## config.mk

```make
export PLATFORM = sky130hd
export DESIGN_NAME = shift_engine_flat
export DESIGN_NICKNAME = d
export VERILOG_FILES = /design/src/rtl/shift_pkg.sv /design/src/rtl/shift_engine_if.sv /design/src/rtl/shift_step.sv /design/src/rtl/shift_engine.sv /design/src/flat_wrapper.sv
export SDC_FILE = /design/constraint.sdc
export NUM_CORES = 1
export LEC_CHECK = 0
export CAP_MARGIN = 20
export CELL_PAD_IN_SITES_DETAIL_PLACEMENT = 0
export CELL_PAD_IN_SITES_GLOBAL_PLACEMENT = 1
export CORE_MARGIN = 4
export CORE_UTILIZATION = 38
export CTS_CLUSTER_SIZE = 10
export DETAILED_ROUTE_END_ITERATION = 16
export PLACE_DENSITY_LB_ADDON = 0.1
export SYNTH_ARGS = -nofsm -noshare
export SYNTH_HDL_FRONTEND = slang
export SYNTH_SLANG_ARGS = --single-unit
export TNS_END_PERCENT = 5
```

## constraint.sdc

```tcl
create_clock -name clk -period 5.23 [get_ports clk]
set_input_delay 1.569 -clock clk [delete_from_list [all_inputs] [get_ports clk]]
set_output_delay 1.569 -clock clk [all_outputs]
set_load 0.01 [all_outputs]
```

## src/rtl/shift_pkg.sv

```systemverilog
// Shared constants for the iterative shift/rotate engine: operation modes,
// shift directions and FSM state encodings.
package shift_pkg;

    localparam logic [1:0] MODE_LSH  = 2'b00;
    localparam logic [1:0] MODE_ASH  = 2'b01;
    localparam logic [1:0] MODE_ROT  = 2'b10;
    localparam logic [1:0] MODE_PASS = 2'b11;

    localparam logic DIR_LEFT  = 1'b0;
    localparam logic DIR_RIGHT = 1'b1;

    typedef enum logic [1:0] {
        ST_IDLE = 2'd0,
        ST_RUN  = 2'd1,
        ST_DONE = 2'd2
    } state_t;

endpackage

```

## src/rtl/shift_engine_if.sv

```systemverilog
// Request/result handshake bundle of the shift engine. The producer/consumer
// side uses the master modport, the engine uses the slave modport.
interface shift_engine_if #(
    parameter int WIDTH = 10,
    parameter int SHW   = $clog2(WIDTH)
);

    logic             in_valid;
    logic             in_ready;
    logic [WIDTH-1:0] in_data;
    logic [SHW-1:0]   in_amt;
    logic             in_dir;
    logic [1:0]       in_mode;
    logic             out_valid;
    logic             out_ready;
    logic [WIDTH-1:0] out_data;
    logic             busy;

    modport master (
        output in_valid, in_data, in_amt, in_dir, in_mode, out_ready,
        input  in_ready, out_valid, out_data, busy
    );

    modport slave (
        input  in_valid, in_data, in_amt, in_dir, in_mode, out_ready,
        output in_ready, out_valid, out_data, busy
    );

endinterface

```

## src/rtl/shift_step.sv

```systemverilog
// Combinational single-step mover: shifts or rotates the operand by k
// positions (0..STEP) in the requested direction and mode.
module shift_step
    import shift_pkg::*;
#(
    parameter  int WIDTH = 10,
    parameter  int STEP  = 1,
    localparam int KW    = $clog2(STEP + 1)
) (
    input  logic [WIDTH-1:0] i_data,
    input  logic [KW-1:0]    i_k,
    input  logic             i_dir,
    input  logic [1:0]       i_mode,
    input  logic             i_sign,
    output logic [WIDTH-1:0] o_data
);

    // One candidate per legal k; each candidate uses a constant shift amount.
    always_comb begin
        o_data = i_data;
        for (int j = 1; j <= STEP; j++) begin
            if (i_k == KW'(j)) begin
                case (i_mode)
                    MODE_ROT: begin
                        if (i_dir == DIR_RIGHT)
                            o_data = (i_data >> j) | (i_data << (WIDTH - j));
                        else
                            o_data = (i_data << j) | (i_data >> (WIDTH - j));
                    end
                    MODE_LSH, MODE_ASH: begin
                        if (i_dir == DIR_RIGHT) begin
                            if ((i_mode == MODE_ASH) && i_sign)
                                o_data = (i_data >> j) | ~({WIDTH{1'b1}} >> j);
                            else
                                o_data = i_data >> j;
                        end else begin
                            o_data = i_data << j;
                        end
                    end
                    default: o_data = i_data;
                endcase
            end
        end
    end

endmodule

```

## src/rtl/shift_engine.sv

```systemverilog
// Multi-cycle barrel shift/rotate engine: moves the captured operand up to
// STEP positions per clock, with valid/ready handshakes on both sides.
module shift_engine
    import shift_pkg::*;
#(
    parameter int WIDTH = 10,
    parameter int STEP  = 1,
    parameter int SHW   = $clog2(WIDTH)
) (
    input  logic          clk,
    input  logic          rst,
    shift_engine_if.slave bus
);

    localparam int             KW       = $clog2(STEP + 1);
    localparam logic [SHW-1:0] STEP_AMT = SHW'(STEP);

    state_t           r_state;
    state_t           w_nextState;
    logic [WIDTH-1:0] r_data;
    logic [WIDTH-1:0] r_outData;
    logic [WIDTH-1:0] w_stepOut;
    logic [SHW-1:0]   r_remaining;
    logic [SHW-1:0]   w_kAmt;
    logic [SHW-1:0]   w_remainingNext;
    logic [KW-1:0]    w_k;
    logic             r_dir;
    logic             r_sign;
    logic [1:0]       r_mode;
    logic             w_inReady;
    logic             w_accept;
    logic             w_immediate;

    assign w_inReady       = (r_state == ST_IDLE) && !rst;
    assign w_accept        = bus.in_valid && w_inReady;
    assign w_immediate     = (bus.in_amt == '0) || (bus.in_mode == MODE_PASS);
    assign w_kAmt          = (r_remaining > STEP_AMT) ? STEP_AMT : r_remaining;
    assign w_k             = KW'(w_kAmt);
    assign w_remainingNext = r_remaining - w_kAmt;

    shift_step #(
        .WIDTH (WIDTH),
        .STEP  (STEP)
    ) u_step (
        .i_data (r_data),
        .i_k    (w_k),
        .i_dir  (r_dir),
        .i_mode (r_mode),
        .i_sign (r_sign),
        .o_data (w_stepOut)
    );

    always_ff @(posedge clk or posedge rst) begin
        if (rst)
            r_state <= ST_IDLE;
        else
            r_state <= w_nextState;
    end

    always_comb begin
        w_nextState = r_state;
        case (r_state)
            ST_IDLE: if (w_accept) w_nextState = w_immediate ? ST_DONE : ST_RUN;
            ST_RUN:  if (w_remainingNext == '0) w_nextState = ST_DONE;
            ST_DONE: if (bus.out_ready) w_nextState = ST_IDLE;
            default: w_nextState = ST_IDLE;
        endcase
    end

    // The sign bit is frozen at capture so arithmetic fill stays correct
    // even after the original MSB has been shifted away.
    always_ff @(posedge clk or posedge rst) begin
        if (rst) begin
            r_data      <= '0;
            r_outData   <= '0;
            r_remaining <= '0;
            r_dir       <= DIR_LEFT;
            r_sign      <= 1'b0;
            r_mode      <= MODE_LSH;
        end else begin
            case (r_state)
                ST_IDLE: begin
                    if (w_accept) begin
                        r_data      <= bus.in_data;
                        r_dir       <= bus.in_dir;
                        r_mode      <= bus.in_mode;
                        r_sign      <= bus.in_data[WIDTH-1];
                        r_remaining <= w_immediate ? '0 : bus.in_amt;
                        if (w_immediate)
                            r_outData <= bus.in_data;
                    end
                end
                ST_RUN: begin
                    r_data      <= w_stepOut;
                    r_remaining <= w_remainingNext;
                    if (w_remainingNext == '0)
                        r_outData <= w_stepOut;
                end
                default: ;
            endcase
        end
    end

    assign bus.in_ready  = w_inReady;
    assign bus.out_valid = (r_state == ST_DONE);
    assign bus.out_data  = r_outData;
    assign bus.busy      = (r_state != ST_IDLE);

endmodule
```

## src/flat_wrapper.sv

```systemverilog
// flat-port wrapper written by rule: the top's interface ports become plain ports
module shift_engine_flat import shift_pkg::*;
#(
    parameter int WIDTH = 10,
    parameter int STEP  = 1,
    parameter int SHW   = $clog2(WIDTH)
)
  (clk, rst, bus_in_valid, bus_in_data, bus_in_amt, bus_in_dir, bus_in_mode, bus_out_ready, bus_in_ready, bus_out_valid, bus_out_data, bus_busy);
  shift_engine_if #(.WIDTH(WIDTH), .SHW(SHW)) bus_i ();
  input  logic clk;
  input  logic rst;
  input wire logic [$bits(bus_i.in_valid)-1:0] bus_in_valid;
  input wire logic [$bits(bus_i.in_data)-1:0] bus_in_data;
  input wire logic [$bits(bus_i.in_amt)-1:0] bus_in_amt;
  input wire logic [$bits(bus_i.in_dir)-1:0] bus_in_dir;
  input wire logic [$bits(bus_i.in_mode)-1:0] bus_in_mode;
  input wire logic [$bits(bus_i.out_ready)-1:0] bus_out_ready;
  output wire logic [$bits(bus_i.in_ready)-1:0] bus_in_ready;
  output wire logic [$bits(bus_i.out_valid)-1:0] bus_out_valid;
  output wire logic [$bits(bus_i.out_data)-1:0] bus_out_data;
  output wire logic [$bits(bus_i.busy)-1:0] bus_busy;
  assign bus_i.in_valid = bus_in_valid;
  assign bus_i.in_data = bus_in_data;
  assign bus_i.in_amt = bus_in_amt;
  assign bus_i.in_dir = bus_in_dir;
  assign bus_i.in_mode = bus_in_mode;
  assign bus_i.out_ready = bus_out_ready;
  assign bus_in_ready = bus_i.in_ready;
  assign bus_out_valid = bus_i.out_valid;
  assign bus_out_data = bus_i.out_data;
  assign bus_busy = bus_i.busy;
  shift_engine #(.WIDTH(WIDTH), .STEP(STEP), .SHW(SHW)) u_core (.clk(clk), .rst(rst), .bus(bus_i));
endmodule
```

; ---- Word level (Yosys, flattened, before mapping)
; Cells that the tools add are included.
[totals]
reg_bits = 30
input_bits = 21
out_inout_bits = 13
elab_cells = 56
[op_classes]
addsub = 1
order_cmp = 1
n_eq_ne = 9
mux = 20
bitwise_logic = 2
reduce_logical = 16
[ops]
columns = operator, n
row1 = $mux W10, 8
row2 = $pmux W10 S2, 3
row3 = $mux W4, 3
row4 = $or A10 B1 Y10, 1
row5 = $or A9 B10 Y10, 1
row6 = $logic_not A4 Y1, 2
row7 = $mux W2, 4
row8 = $pmux W4 S2, 1
row9 = $eq A2 B2 Y1 const B, 3
row10 = $ne A2 B1 Y1 const B, 3
row11 = $pmux W2 S3, 1
row12 = $eq A2 B1 Y1 const B, 2
row13 = $gt A4 B1 Y1 const B, 1
row14 = $logic_not A2 Y1, 2
row15 = $reduce_and A2 Y1, 2
row16 = $reduce_and A4 Y1, 1
row17 = $reduce_bool A2 Y1, 2
row18 = $sub A4 B4 Y4, 1
row19 = $logic_and A1 B1 Y1, 3
row20 = $reduce_and A3 Y1, 1
row21 = $ne A2 B2 Y1 const B, 1
row22 = $reduce_or A2 Y1, 1
row23 = $logic_not A1 Y1, 1
row24 = $logic_or A1 B1 Y1, 1

; ---- Logic depth before layout (Yosys ltp)
; Gate-level depths: netlist of the first run.
[logic_depth]
word_depth = 8
mapped_depth = 8

; ---- Hierarchy
; From an unflattened synthesis of the first run, not the netlist that was laid out.
[hier_totals]
cells_unflattened = 193
hier_area_um2 = 1799.2
[by_module_without_submodules]
columns = module, instances, cells_each, area_per_inst_um2, seq_area_each_um2
row1 = shift_engine, 1, 155, 1545.2, 750.7
row2 = shift_step, 1, 38, 254.0, 0.0

; ---- Worst setup path before layout of the first run
; No wires, ideal clock.
[synth_path]
kind = input-to-output
startpoint = in rst
endpoint = out bus_in_ready
arrival_ns = 1.738
slack_ns = 1.923
path_stages = 1
path_cell_list = nor2_1
[synth_between]
elab_chain_cells = 2
[synth_lines]
columns = element, line_no
row1 = from (decl), flat_wrapper.sv:11  ; input logic rst;
row2 = $logic_not A1 Y1, shift_engine.sv:34  ; assign w_inReady = (r_state == ST_IDLE) && !rst;
row3 = $logic_and A1 B1 Y1, shift_engine.sv:34
row4 = to (decl), flat_wrapper.sv:18  ; output wire logic [$bits(bus_i.in_ready)-1:0] bus_in_ready;
; No other way between the ends.

; ---- Worst setup path in the final report of the first run
; Same ends and word-level chain as after synthesis.

==> results of run 1 <==
## cell type report
cell class | instances | area, um^2 | area share [%]
inverters | 6 | 22.5 | 1.05
multi-input cells | 111 | 875 | 40.9
well taps | 50 | 62.6 | 2.92
clock buffers | 7 | 76.3 | 3.57
repair buffers | 36 | 353 | 16.5
flip-flops and latches | 30 | 751 | 35.1
## sequential cells by signal (all words and copies together), names as in the netlist
register / count
u_core.r_sign: 1
u_core.r_remaining: 4
u_core.r_data: 10
u_core.r_dir: 1
u_core.r_mode: 2
u_core.bus.out_data: 10
u_core.r_state: 2
## layout by cell type (no fill, tap or decap), types with 2 or more instances in the layout
master and count:
mux2_2 13, ha_1 2, and2_1 2, nor3_1 3
buf_4 3, mux2i_1 8, inv_1 6, mux2_1 8
nor2b_1 2, o21ai_0 4, nand3_1 2, dfrtp_1 30
nand2_1 15, clkbuf_1 2, nand2b_1 2, nor2_1 6
o31ai_1 3, clkbuf_8 5, clkdlybuf4s50_1 33, a32oi_1 2
o311ai_0 8, o211ai_1 11
## power breakdown
part / leakage [uW] / switching (uW) / total (uW) / internal [uW]
logic: 0.000470 / 334 / 686 / 352
registers: 0.000362 / 127 / 480 / 352
clock network: 0.0000383 / 83.6 / 175 / 91.5
## layer usage
metal	track usage [%]	part of all wire (%)	up-vias
li1	-	-	656
met1	19.7	45	680
met2	27.8	49	30
met3	4.54	4.6	5
met4	5.34	1.2	0
met5	0	0	-
## how the worst max path moves through the flow
stage / from / to / depth (start not counted)
final: rst / bus_in_ready / 3
after global routing: rst / bus_in_ready / 3
after CTS: rst / bus_in_ready / 3
after detailed placement: rst / bus_in_ready / 3
after global placement: rst / bus_in_ready / 3
after floorplan: rst / bus_in_ready / 1
## logic make-up (layout without fill, tap and decap cells)
| kind of cell | Yosys count | count (layout) | share of synthesized area, % |
|---|---|---|---|
| AOI/OAI and AO/OA | 39 | 39 | 17.8 |
| adders and majority gates | 2 | 2 | 1.48 |
| buffers and inverters | 15 | 49 | 4.22 |
| DFF | 30 | 30 | 44.4 |
| muxes | 30 | 30 | 19.6 |
| and+or+nand+nor | 40 | 40 | 12.4 |
## worst register-to-register path, cell delays in order (launching register included)
cell	delay (ns)
dfrtp_1	0.45
nor4_2	0.92
or2_1	0.42
o311ai_0	0.24
mux2_1	0.34
## stage by stage
step | cells | worst slack (ns)
4_1_cts | 239 | 0.918
5_1_grt | 240 | 0.876
3_5_place_dp | 232 | 0.924
2_1_floorplan | 156 | 1.92
3_3_place_gp | 232 | 0.955
6_report | 240 | 0.935
==> run_results.csv, run 1 <==
group,metric,value,unit
global_routing,globalRouteTotalUtil,16.2,%
detailed_routing,ant_nets,0,
synthesis,synthDistinctLibCells,40,
synthesis,synth.area.top_cells,"dfrtp_1 44%, mux2_2 8.7%, mux2_1 5.3%, o211ai_1 4.9%, mux2i_1 4.7%",
worst_setup_path,crit_family,"buffers and inverters",
floorplanning,die_w,74.7,um
worst_setup_path,crit_chain,"clkdlybuf4s50_1, nor2_1, clkdlybuf4s50_1",
place,routabilityCongestion,0.763,
floorplanning,design.die.area,5580,um^2
timing,rsz0062_at_grt,"no",
synthesis,yosys.area.top_type,"dfrtp_1",
pwr,irDropWorstVdd,0.233,mV
worst_setup_path,worstPathArrival,2.73,ns
synthesis,synth.most_common_cell,"dfrtp_1",
synthesis,avgSynthCellArea,10.8,um^2
timing,slew_headroom,29.6,%
clocking,clk_latency,0.28,ns
worst_setup_path,endpoint_kind,"primary output",
floorplanning,fp.dieH,74.7,um
finish,design_area,2140,um^2
place,place_area,2060,um^2
worst_setup_path,r2r_cells,4,
floorplanning,row_count,23,
detailed_routing,drt-total-wl,4.03,mm
detailed_routing,via_per_inst,5.71,
finish,fin_util,51.6,%
worst_setup_path,crit_slowest_cell,"clkdlybuf4s50_1",
clocking,cts-root-buf,"clkbuf_8",
worst_setup_path,cpMostUsedCell,"clkdlybuf4s50_1",
floorplanning,boundaryPins,34,
clocking,path_clk_slew,0.06,ns
synthesis,ys_seq_elements,30,
timing,finalMaxSlewViolations,0,
synthesis,synth_fp_nets,179,
global_routing,grt_pass1_vias,1483,
worst_setup_path,crit_path_max_incr_delay,0.54,ns
timing,skew,0.00519,ns
clocking,htree_levels,2,
worst_setup_path,r2r-start,"u_core.r_remaining[2]$_DFFE_PP0P_",
clocking,cts_resized,0,
clocking,post_cts_buffers,0,
place,port_buffers,33,
synthesis,ys.flop_type,"dfrtp_1",
worst_setup_path,reg2reg_to,"u_core.bus.out_data[2]$_DFFE_PP0P_",
timing,min_period_over_period,82.1,%
min_path,hold_class,"reg2reg",
worst_setup_path,r2r_setup_slack,2.74,ns
synthesis,synth_area,1690,um^2
synthesis,syn_inst,156,
global_routing,grt_pass1_wl,6.89,mm
clocking,cts_inserted_buffers,5,
timing,hold_viol,0,
global_routing,antenna_found_initial,0,
timing,finalSetupTns,0,ns
clocking,cts_tree,"built",
timing,min_period,4.30,ns
worst_setup_path,cp_max_fo,4,
synthesis,yosys.area.top_type_share,44.4,%
detailed_routing,drc,0,
clocking,cts_hold_repair.buffers,0,
detailed_routing,detail_route.wl_per_cell,16.8,um
global_routing,grt_start_max_net_pins,31,
timing,fmax,233,MHz
min_path,whs_path_depth,1,
global_routing,grt-ovfl-total,0,
finish,diodes,0,
worst_setup_path,cp.required,3.66,ns
min_path,min_to,"u_core.bus.out_data[8]$_DFFE_PP0P_",
pwr,power,1340,uW
worst_setup_path,critPathBufInv,2,
synthesis,yosys_warnings,0,
finish,fill_cells,398,
outcome,status,"complete, no violations",
pwr,p_leak,0.000870,uW
timing,hold_ws,0.489,ns
floorplanning,core_area,4140,um^2
finish,final_nets,213,
clocking,cts_buffer_depth,2,
synthesis,synthTopCellsByCount,"30 x dfrtp_1, 15 x nand2_1, 13 x mux2_2",
synthesis,ys_seq_area_share,44.4,%
detailed_routing,dr.pass1.iters,4,
place,dpl.hpwl,2.75,mm
synthesis,async_reset_ff_share,100,%
timing,finalSetupViolCount,0,
worst_setup_path,path_class,"in2out",
synthesis,synth-edff-count,0,
detailed_routing,drtIter0Drc,50,
detailed_routing,num_vias,1371,
floorplanning,start_util,40.8,%
min_path,worstHoldStart,"u_core.bus.out_data[8]$_DFFE_PP0P_",
finish,syn2layout_area_growth,26.6,%
pwr,cellPowerDensity,627,nW/um^2
worst_setup_path,startpoint_type,"input pin",
clocking,clock-sinks,30,
timing,worst_slew_pin_slew,1.05,ns
finish,layout-drive-gt1-share,13.7,%
flow_run,maxCapViolations,0,
(Power assumes the default switching activity.)
==> run 2: changes to the inputs <==
Clock period 5.23 ns to 4.2 ns, I/O delays scaled along.
==> run_results.csv, run 2 (synthesized netlist as in run 1, its figures left out) <==
group,metric,value,unit
finish,final_nets,212,
timing,fmax,272,MHz
floorplanning,fp.dieH,74.7,um
place,routabilityCongestion,0.752,
floorplanning,boundaryPins,34,
worst_setup_path,worstPathArrival,2.42,ns
timing,worst_slew_pin_slew,1.08,ns
detailed_routing,drt-total-wl,4.02,mm
clocking,cts_hold_repair.buffers,0,
clocking,post_cts_buffers,0,
floorplanning,die_w,74.7,um
place,port_buffers,33,
timing,hold_viol,0,
flow_run,maxCapViolations,0,
global_routing,grt_pass1_vias,1436,
worst_setup_path,path_class,"in2out",
worst_setup_path,r2r_cells,4,
global_routing,grt_start_max_net_pins,31,
global_routing,grt-ovfl-total,0,
detailed_routing,via_per_inst,5.60,
global_routing,antenna_found_initial,0,
floorplanning,start_util,40.8,%
worst_setup_path,crit_chain,"clkdlybuf4s50_1, nor2_1, clkdlybuf4s50_1",
timing,min_period_over_period,87.6,%
worst_setup_path,startpoint_type,"input pin",
clocking,cts_inserted_buffers,5,
pwr,cellPowerDensity,784,nW/um^2
clocking,cts_buffer_depth,2,
timing,skew,0.00473,ns
floorplanning,core_area,4140,um^2
detailed_routing,dr.pass1.iters,4,
worst_setup_path,cp.required,2.94,ns
finish,mostFrequentLayoutCell,"clkdlybuf4s50_1",
place,dpl.hpwl,2.75,mm
timing,finalMaxSlewViolations,0,
clocking,path_clk_slew,0.06,ns
min_path,whs_path_depth,1,
worst_setup_path,endpoint_kind,"primary output",
finish,fill_cells,387,
clocking,cts_tree,"built",
timing,finalSetupTns,0,ns
finish,layout-drive-gt1-share,14.2,%
floorplanning,row_count,23,
place,place_area,2060,um^2
finish,design_area,2150,um^2
finish,diodes,0,
outcome,status,"complete, no violations",
worst_setup_path,crit_path_max_incr_delay,0.54,ns
worst_setup_path,worstSetupPathDepth,3,
worst_setup_path,r2r_setup_slack,1.74,ns
worst_setup_path,crit_family,"buffers and inverters",
detailed_routing,drtIter0Drc,41,
pwr,p_leak,0.000875,uW
global_routing,grt_pass1_wl,6.79,mm
clocking,cts-root-buf,"clkbuf_8",
timing,slew_headroom,27.8,%
worst_setup_path,critPathBufInv,2,
clocking,clk_latency,0.28,ns
finish,layout.cells.non_filler,240,
place,dp.cells,232,
timing,min_period,3.68,ns
detailed_routing,ant_nets,0,
finish,final_cell_mix,"33 x clkdlybuf4s50_1, 30 x dfrtp_1, 15 x nand2_1",
clocking,clock-sinks,30,
min_path,hold_class,"reg2reg",
timing,hold_ws,0.487,ns
detailed_routing,num_vias,1344,
worst_setup_path,cp_max_fo,4,
timing,rsz0062_at_grt,"no",
clocking,cts_resized,0,
floorplanning,design.die.area,5580,um^2
global_routing,globalRouteTotalUtil,16.0,%
worst_setup_path,cpMostUsedCell,"clkdlybuf4s50_1",
pwr,irDropWorstVdd,0.382,mV
timing,finalSetupViolCount,0,
worst_setup_path,crit_slowest_cell,"clkdlybuf4s50_1",
detailed_routing,drc,0,
finish,syn2layout_area_growth,27.0,%
detailed_routing,detail_route.wl_per_cell,16.7,um
clocking,htree_levels,2,
-- run 2: changes by cell type in the layout (fill, tap and decap cells not counted), sizes merged --
cell,before,now
buf,3,2
clkinv,0,1
-- run 2: per-layer routing --
| layer | part of all wire, % | wire, um | vias to the layer above | global-route usage [%] |
|---|---|---|---|---|
| li1 | - | - | 652 | - |
| met1 | 45 | 1800 | 652 | 18.9 |
| met2 | 48 | 1940 | 30 | 27.7 |
| met3 | 4.7 | 187 | 10 | 4.27 |
| met4 | 2.2 | 89 | 0 | 6.13 |
| met5 | 0 | 0 | - | 0 |
-- run 2: worst paths after layout --
| path | startpoint | to |
|---|---|---|
| setup reg to reg | u_core.r_remaining[2]$_DFFE_PP0P_ | u_core.bus.out_data[2]$_DFFE_PP0P_ |
| max in group asynchronous | rst | u_core.r_data[7]$_DFFE_PP0P_ |
| setup / recovery | rst | bus_in_ready |
| hold reg to reg | u_core.bus.out_data[8]$_DFFE_PP0P_ | u_core.bus.out_data[8]$_DFFE_PP0P_ |
| hold / removal | u_core.bus.out_data[8]$_DFFE_PP0P_ | u_core.bus.out_data[8]$_DFFE_PP0P_ |
| min in group asynchronous | rst | u_core.r_remaining[0]$_DFFE_PP0P_ |
-- run 2: final cells by class --
class                      instances  area (um^2)  area share, %
clock inverter                     1         5.00          0.233
clock buffer                       7         86.3           4.02
sequential                        30          751           35.0
timing repair buffer              35          345           16.1
multi-input combinational        111          875           40.7
tap                               50         62.6           2.91
inverter                           6         22.5           1.05
-- run 2: where the power goes --
group	internal, uW	switching (uW)	total (uW)
sequential	439	158	597
combinational	433	414	847
clock	132	109	241
-- run 2: through the flow --
step	setup WS [ns]	utilization [%]	power [uW]
detailed placement	0.513	49.6	1460
finish	0.523	51.8	1680
global placement	0.543	49.6	1440
CTS	0.506	51.8	1710
floorplan	1.51	-	1160
global route	0.451	51.8	1820
==> run 3: changes to the inputs <==
Settings changed: CELL_PAD_IN_SITES_DETAIL_PLACEMENT 0 to default, CELL_PAD_IN_SITES_GLOBAL_PLACEMENT 1 to default, PLACE_DENSITY_LB_ADDON 0.1 to default, SKIP_CTS_REPAIR_TIMING from default to 1.
==> run_results.csv, run 3 (synthesized netlist as in run 1, its figures left out) <==
group,metric,value,unit
global_routing,grt-ovfl-total,0,
clocking,clock-sinks,30,
timing,finalSetupViolCount,0,
global_routing,grt_start_max_net_pins,31,
floorplanning,core_area,4140,um^2
clocking,cts_inserted_buffers,5,
finish,mostFrequentLayoutCell,"clkdlybuf4s50_1",
worst_setup_path,startpoint_type,"input pin",
pwr,irDropWorstVdd,0.362,mV
detailed_routing,drt-total-wl,4.13,mm
timing,finalMaxSlewViolations,0,
detailed_routing,ant_nets,0,
timing,finalSetupTns,0,ns
pwr,p_leak,0.000890,uW
floorplanning,row_count,23,
finish,layout.cells.non_filler,241,
worst_setup_path,crit_path_max_incr_delay,0.54,ns
flow_run,maxCapViolations,0,
floorplanning,fp.dieH,74.7,um
worst_setup_path,cpMostUsedCell,"clkdlybuf4s50_1",
worst_setup_path,cp_max_fo,4,
worst_setup_path,path_class,"in2out",
pwr,combPwrFrac,49.2,%
worst_setup_path,endpoint_kind,"primary output",
global_routing,antenna_found_initial,0,
global_routing,use_met2,26.9,%
clocking,cts_buffer_depth,2,
pwr,sequentialPowerShare,34.1,%
detailed_routing,detail_route.wl_per_cell,17.2,um
finish,syn2layout_area_growth,28.5,%
place,port_buffers,33,
detailed_routing,drc,0,
clocking,cts-root-buf,"clkbuf_8",
global_routing,grt_pass1_wl,6.95,mm
timing,rsz0062_at_grt,"no",
pwr,power_frac_clock,16.6,%
pwr,swShare,40.1,%
timing,worst_slew_pin_slew,1.03,ns
pwr,power,1750,uW
finish,fin_util,52.4,%
floorplanning,boundaryPins,34,
timing,slew_headroom,30.6,%
worst_setup_path,crit_chain,"clkdlybuf4s50_1, nor2_1, clkdlybuf4s50_1",
pwr,p_int,1050,uW
place,routabilityCongestion,0.777,
outcome,status,"complete, no violations",
timing,hold_ws,0.493,ns
timing,hold_viol,0,
finish,final_cell_mix,"33 x clkdlybuf4s50_1, 30 x dfrtp_1, 15 x nand2_1",
timing,min_period_over_period,87.5,%
clocking,clk_latency,0.29,ns
worst_setup_path,crit_slowest_cell,"clkdlybuf4s50_1",
detailed_routing,num_vias,1412,
global_routing,grtUsageMet1,19.7,%
global_routing,globalRouteTotalUtil,16.3,%
finish,diodes,0,
detailed_routing,dr.pass1.iters,4,
floorplanning,die_w,74.7,um
clocking,path_clk_slew,0.07,ns
timing,fmax,272,MHz
floorplanning,start_util,40.8,%
detailed_routing,drtIter0Drc,60,
clocking,htree_levels,2,
finish,final_nets,213,
pwr,cellPowerDensity,808,nW/um^2
clocking,cts_tree,"built",
pwr,netSwitchingPower,703,uW
timing,min_period,3.67,ns
floorplanning,design.die.area,5580,um^2
global_routing,grt-busiest-layer,"met2",
worst_setup_path,cp.required,2.94,ns
global_routing,grt_pass1_vias,1481,
min_path,hold_class,"reg2reg",
detailed_routing,via_per_inst,5.86,
finish,layout-drive-gt1-share,15.2,%
worst_setup_path,worstPathArrival,2.41,ns
global_routing,use_met3,5.61,%
place,dpl.hpwl,2.82,mm
place,dp.cells,232,
timing,skew,0.00995,ns
run 3: cell count changes in the layout (fill, tap and decap cells not counted):
cell       previous run  this run
buf_4                 2         3
clkbuf_1              1         0
clkinv_2              1         2
bufinv_16             0         1
clkbuf_8              6         5
run 3: metal layers:
layer / part of all wire (%) / routed length [um] / up-vias
met5: 0 / 0 / -
li1: - / - / 653
met2: 48 / 1990 / 54
met4: 1.0 / 42 / 0
met1: 45 / 1840 / 696
met3: 6.2 / 258 / 9
run 3: per-stage QoR:
| stage | setup slack [ns] | area, um^2 |
|---|---|---|
| after CTS | 0.523 | 2160 |
| after global routing | 0.454 | 2170 |
| after detailed placement | 0.525 | 2060 |
| after floorplan | 1.51 | 1690 |
| final | 0.527 | 2170 |
| after global placement | 0.544 | 2060 |
run 3: layout make-up:
class | count | area [um^2]
fill | 398 | 1970
multi-input combinational | 111 | 875
sequential | 30 | 751
timing repair buffer | 36 | 353
clock buffer | 5 | 68.8
tap | 50 | 62.6
clock inverter | 3 | 40.0
inverter | 6 | 22.5
run 3: path summary, 6_finish.rpt:
kind,from,endpoint,slack [ns],cells after the start
setup reg to reg,u_core.r_remaining[2]$_DFFE_PP0P_,u_core.bus.out_data[4]$_DFFE_PP0P_,1.66,4
max in group asynchronous,rst,u_core.r_mode[0]$_DFFE_PP0P_,2.42,3
hold / removal,u_core.bus.out_data[7]$_DFFE_PP0P_,u_core.bus.out_data[7]$_DFFE_PP0P_,0.49,1
hold reg to reg,u_core.bus.out_data[7]$_DFFE_PP0P_,u_core.bus.out_data[7]$_DFFE_PP0P_,0.49,1
setup / recovery,rst,bus_in_ready,0.53,3
min in group asynchronous,rst,u_core.r_remaining[2]$_DFFE_PP0P_,1.48,3
run 3: worst max-delay path: cells and delay by family:
kind | cells | cell delay (ns)
buffers and inverters | 2 | 1.02
AND/OR/NAND/NOR | 1 | 0.13
run 3: power groups by stage:
stage,clock (uW),combinational (uW),sequential (uW)
final,291,864,599
after detailed placement,0,858,601
after global routing,311,951,619
after CTS,295,863,596
after global placement,0,838,595
after floorplan,0,594,570
==> patch (config.mk and constraints of run 2) <==
Make the reset (`rst`) synchronous in 2 clocked blocks.
--- a/src/rtl/shift_engine.sv
+++ b/src/rtl/shift_engine.sv
@@ -51,5 +51,5 @@
     );
 
-    always_ff @(posedge clk or posedge rst) begin
+    always_ff @(posedge clk) begin
         if (rst)
             r_state <= ST_IDLE;
@@ -70,5 +70,5 @@
     // The sign bit is frozen at capture so arithmetic fill stays correct
     // even after the original MSB has been shifted away.
-    always_ff @(posedge clk or posedge rst) begin
+    always_ff @(posedge clk) begin
         if (rst) begin
             r_data      <= '0;
Behaviour: differs if rst is asserted again (counterexample within 4 cycles, from zero or initial values and one cycle with rst high); with rst held inactive, the same outputs for 10 cycles.
==> patch against run 2 <==
Sequential cell count is the same. Register-to-register slack better by 0.38 ns. Routed wire length down 1.6%. Hold slack got worse by 0.018 ns. Synthesized area decreased by 4.4%. Design area is 4.2% lower. Synthesized cell count increased by 25%. Critical path depth unchanged. Die area fell by 3.9%. Sequential share of layout area shrank 5.8 points. Setup slack improved by 0.081 ns. Critical path type unchanged. Critical endpoint unchanged.
Power is not compared: it rests on default switching activity, and its combinational part moved more than twofold at a synthesized area within 25%.
==> patch: results (changes against run 2) <==
metric,value,unit,change
worst_setup_hold_path_clk_slew,0.06,ns,about the same
ir_worst_vdd,0.218,mV,
cts_inserted_buffers,5,,unchanged
root_buffer,sky130_fd_sc_hd__clkbuf_8,,
setup_buffers_after_cts,0,,unchanged
finClkSkew,0.00311,ns,-0.00162 ns
grtUsageTotal,15.7,%,-0.26 points
fraction_of_final_layout_cells_with_drive_strength_greater_than_1,8.52,%,-5.7 points
synth_top_flop_cell,sky130_fd_sc_hd__dfxtp_1,,
gp_routability_congestion,0.803,,+6.8%
cts-resized-gates,0,,unchanged
outcome,completed,,
crit_fanout,2,,-2
globalRouteMet1Util,22.3,%,+3.4 points
ys_async_sr_fraction,0,%,-100 points
grt_pass1_vias,1384,,-3.6%
worst-slew-pin-transition,0.701,ns,-0.380 ns
antenna_found_initial,0,,unchanged
grt.met2_usage,23.1,%,-4.6 points
p_leak,0.710,nW,
routedWlPerCell,14.5,um,-14%
fillerInstances,388,,+0.26%
cpMaxStageDelayCell,sky130_fd_sc_hd__clkdlybuf4s50_1,,
biggest_cell_delay_along_the_critical_path,0.54,ns,about the same
placement.setup.worst_slack,0.607,ns,+0.0936 ns
grt_pass1_wl,6560,um,-3.4%
cts_max_path_buffers,2,,unchanged
syn-num-nets,218,,+22%
drt_first_iter_violations,95,,+130%
avgViaCountPerCell,5.55,,-0.90%
grt_util_met3,4.55,%,+0.27 points
post-dp-hpwl,2710,um,-1.7%
path_delay_family,buffers and inverters,,
design.final.nets,247,,+17%
ys_top_cells_by_area,"sky130_fd_sc_hd__dfxtp_1 37%, sky130_fd_sc_hd__a311oi_1 10%, sky130_fd_sc_hd__nand2_1 7.0%, sky130_fd_sc_hd__nor2_1 6.3%, sky130_fd_sc_hd__mux2i_1 5.0%",,
post_synth_num_cell_types,41,,+2.5%
grt_max_degree,34,,+9.7%
synthTopCellsByCount,"30 x sky130_fd_sc_hd__dfxtp_1, 30 x sky130_fd_sc_hd__nand2_1, 27 x sky130_fd_sc_hd__nor2_1",,
ys_seq_area_share,37.2,%,-7.3 points
-- patch: worst paths after layout --
kind                                         end  cells after the start  slack [ns]                                 from
max                                 bus_in_ready                      3        0.60                                  rst
min          u_core.bus.out_data[9]$_SDFFE_PP0P_                      2        0.47  u_core.bus.out_data[9]$_SDFFE_PP0P_
max reg2reg  u_core.bus.out_data[4]$_SDFFE_PP0P_                      8        2.12   u_core.r_remaining[2]$_SDFFE_PP0P_
min reg2reg  u_core.bus.out_data[9]$_SDFFE_PP0P_                      2        0.47  u_core.bus.out_data[9]$_SDFFE_PP0P_
-- patch: cell families after synthesis --
group	count (synthesis)	synth area share, %
AOI/OAI and AO/OA	53	26.8
muxes	8	4.95
DFF	30	37.2
adders and majority gates	2	1.55
and+or+nand+nor	85	24.6
buffers and inverters	17	4.95
-- patch: power breakdown --
part | internal, mW | leakage [nW] | switching, mW
registers | 0.328 | 0.247 | 0.0426
clock network | 0.126 | 0.0431 | 0.0952
logic | 0.146 | 0.420 | 0.166
-- patch: layout make-up --
cell class | count | share of cell area [%]
Multi-Input combinational cell | 148 | 45.9
Timing Repair Buffer | 37 | 17.5
Clock buffer | 6 | 4.01
Inverter | 2 | 0.365
Tap cell | 50 | 3.04
Sequential cell | 30 | 29.2
-- patch: routing by layer --
layer | wire [um] | share of wire (%)
met3 | 268 | 6.8
met5 | 0 | 0
met1 | 1990 | 50
met2 | 1670 | 42
met4 | 24 | 0.61
-- patch: through the flow --
stage                     instance area [um^2]  std cells  utilization, %  power, mW
final                                     2060        273            50.7      0.903
after global routing                      2060        273            50.7      0.965
after CTS                                 2050        272            50.5      0.913
after detailed placement                  1970        266            48.5      0.686
after global placement                    1970        266            48.5      0.677
after floorplan                           1620        195               -      0.583
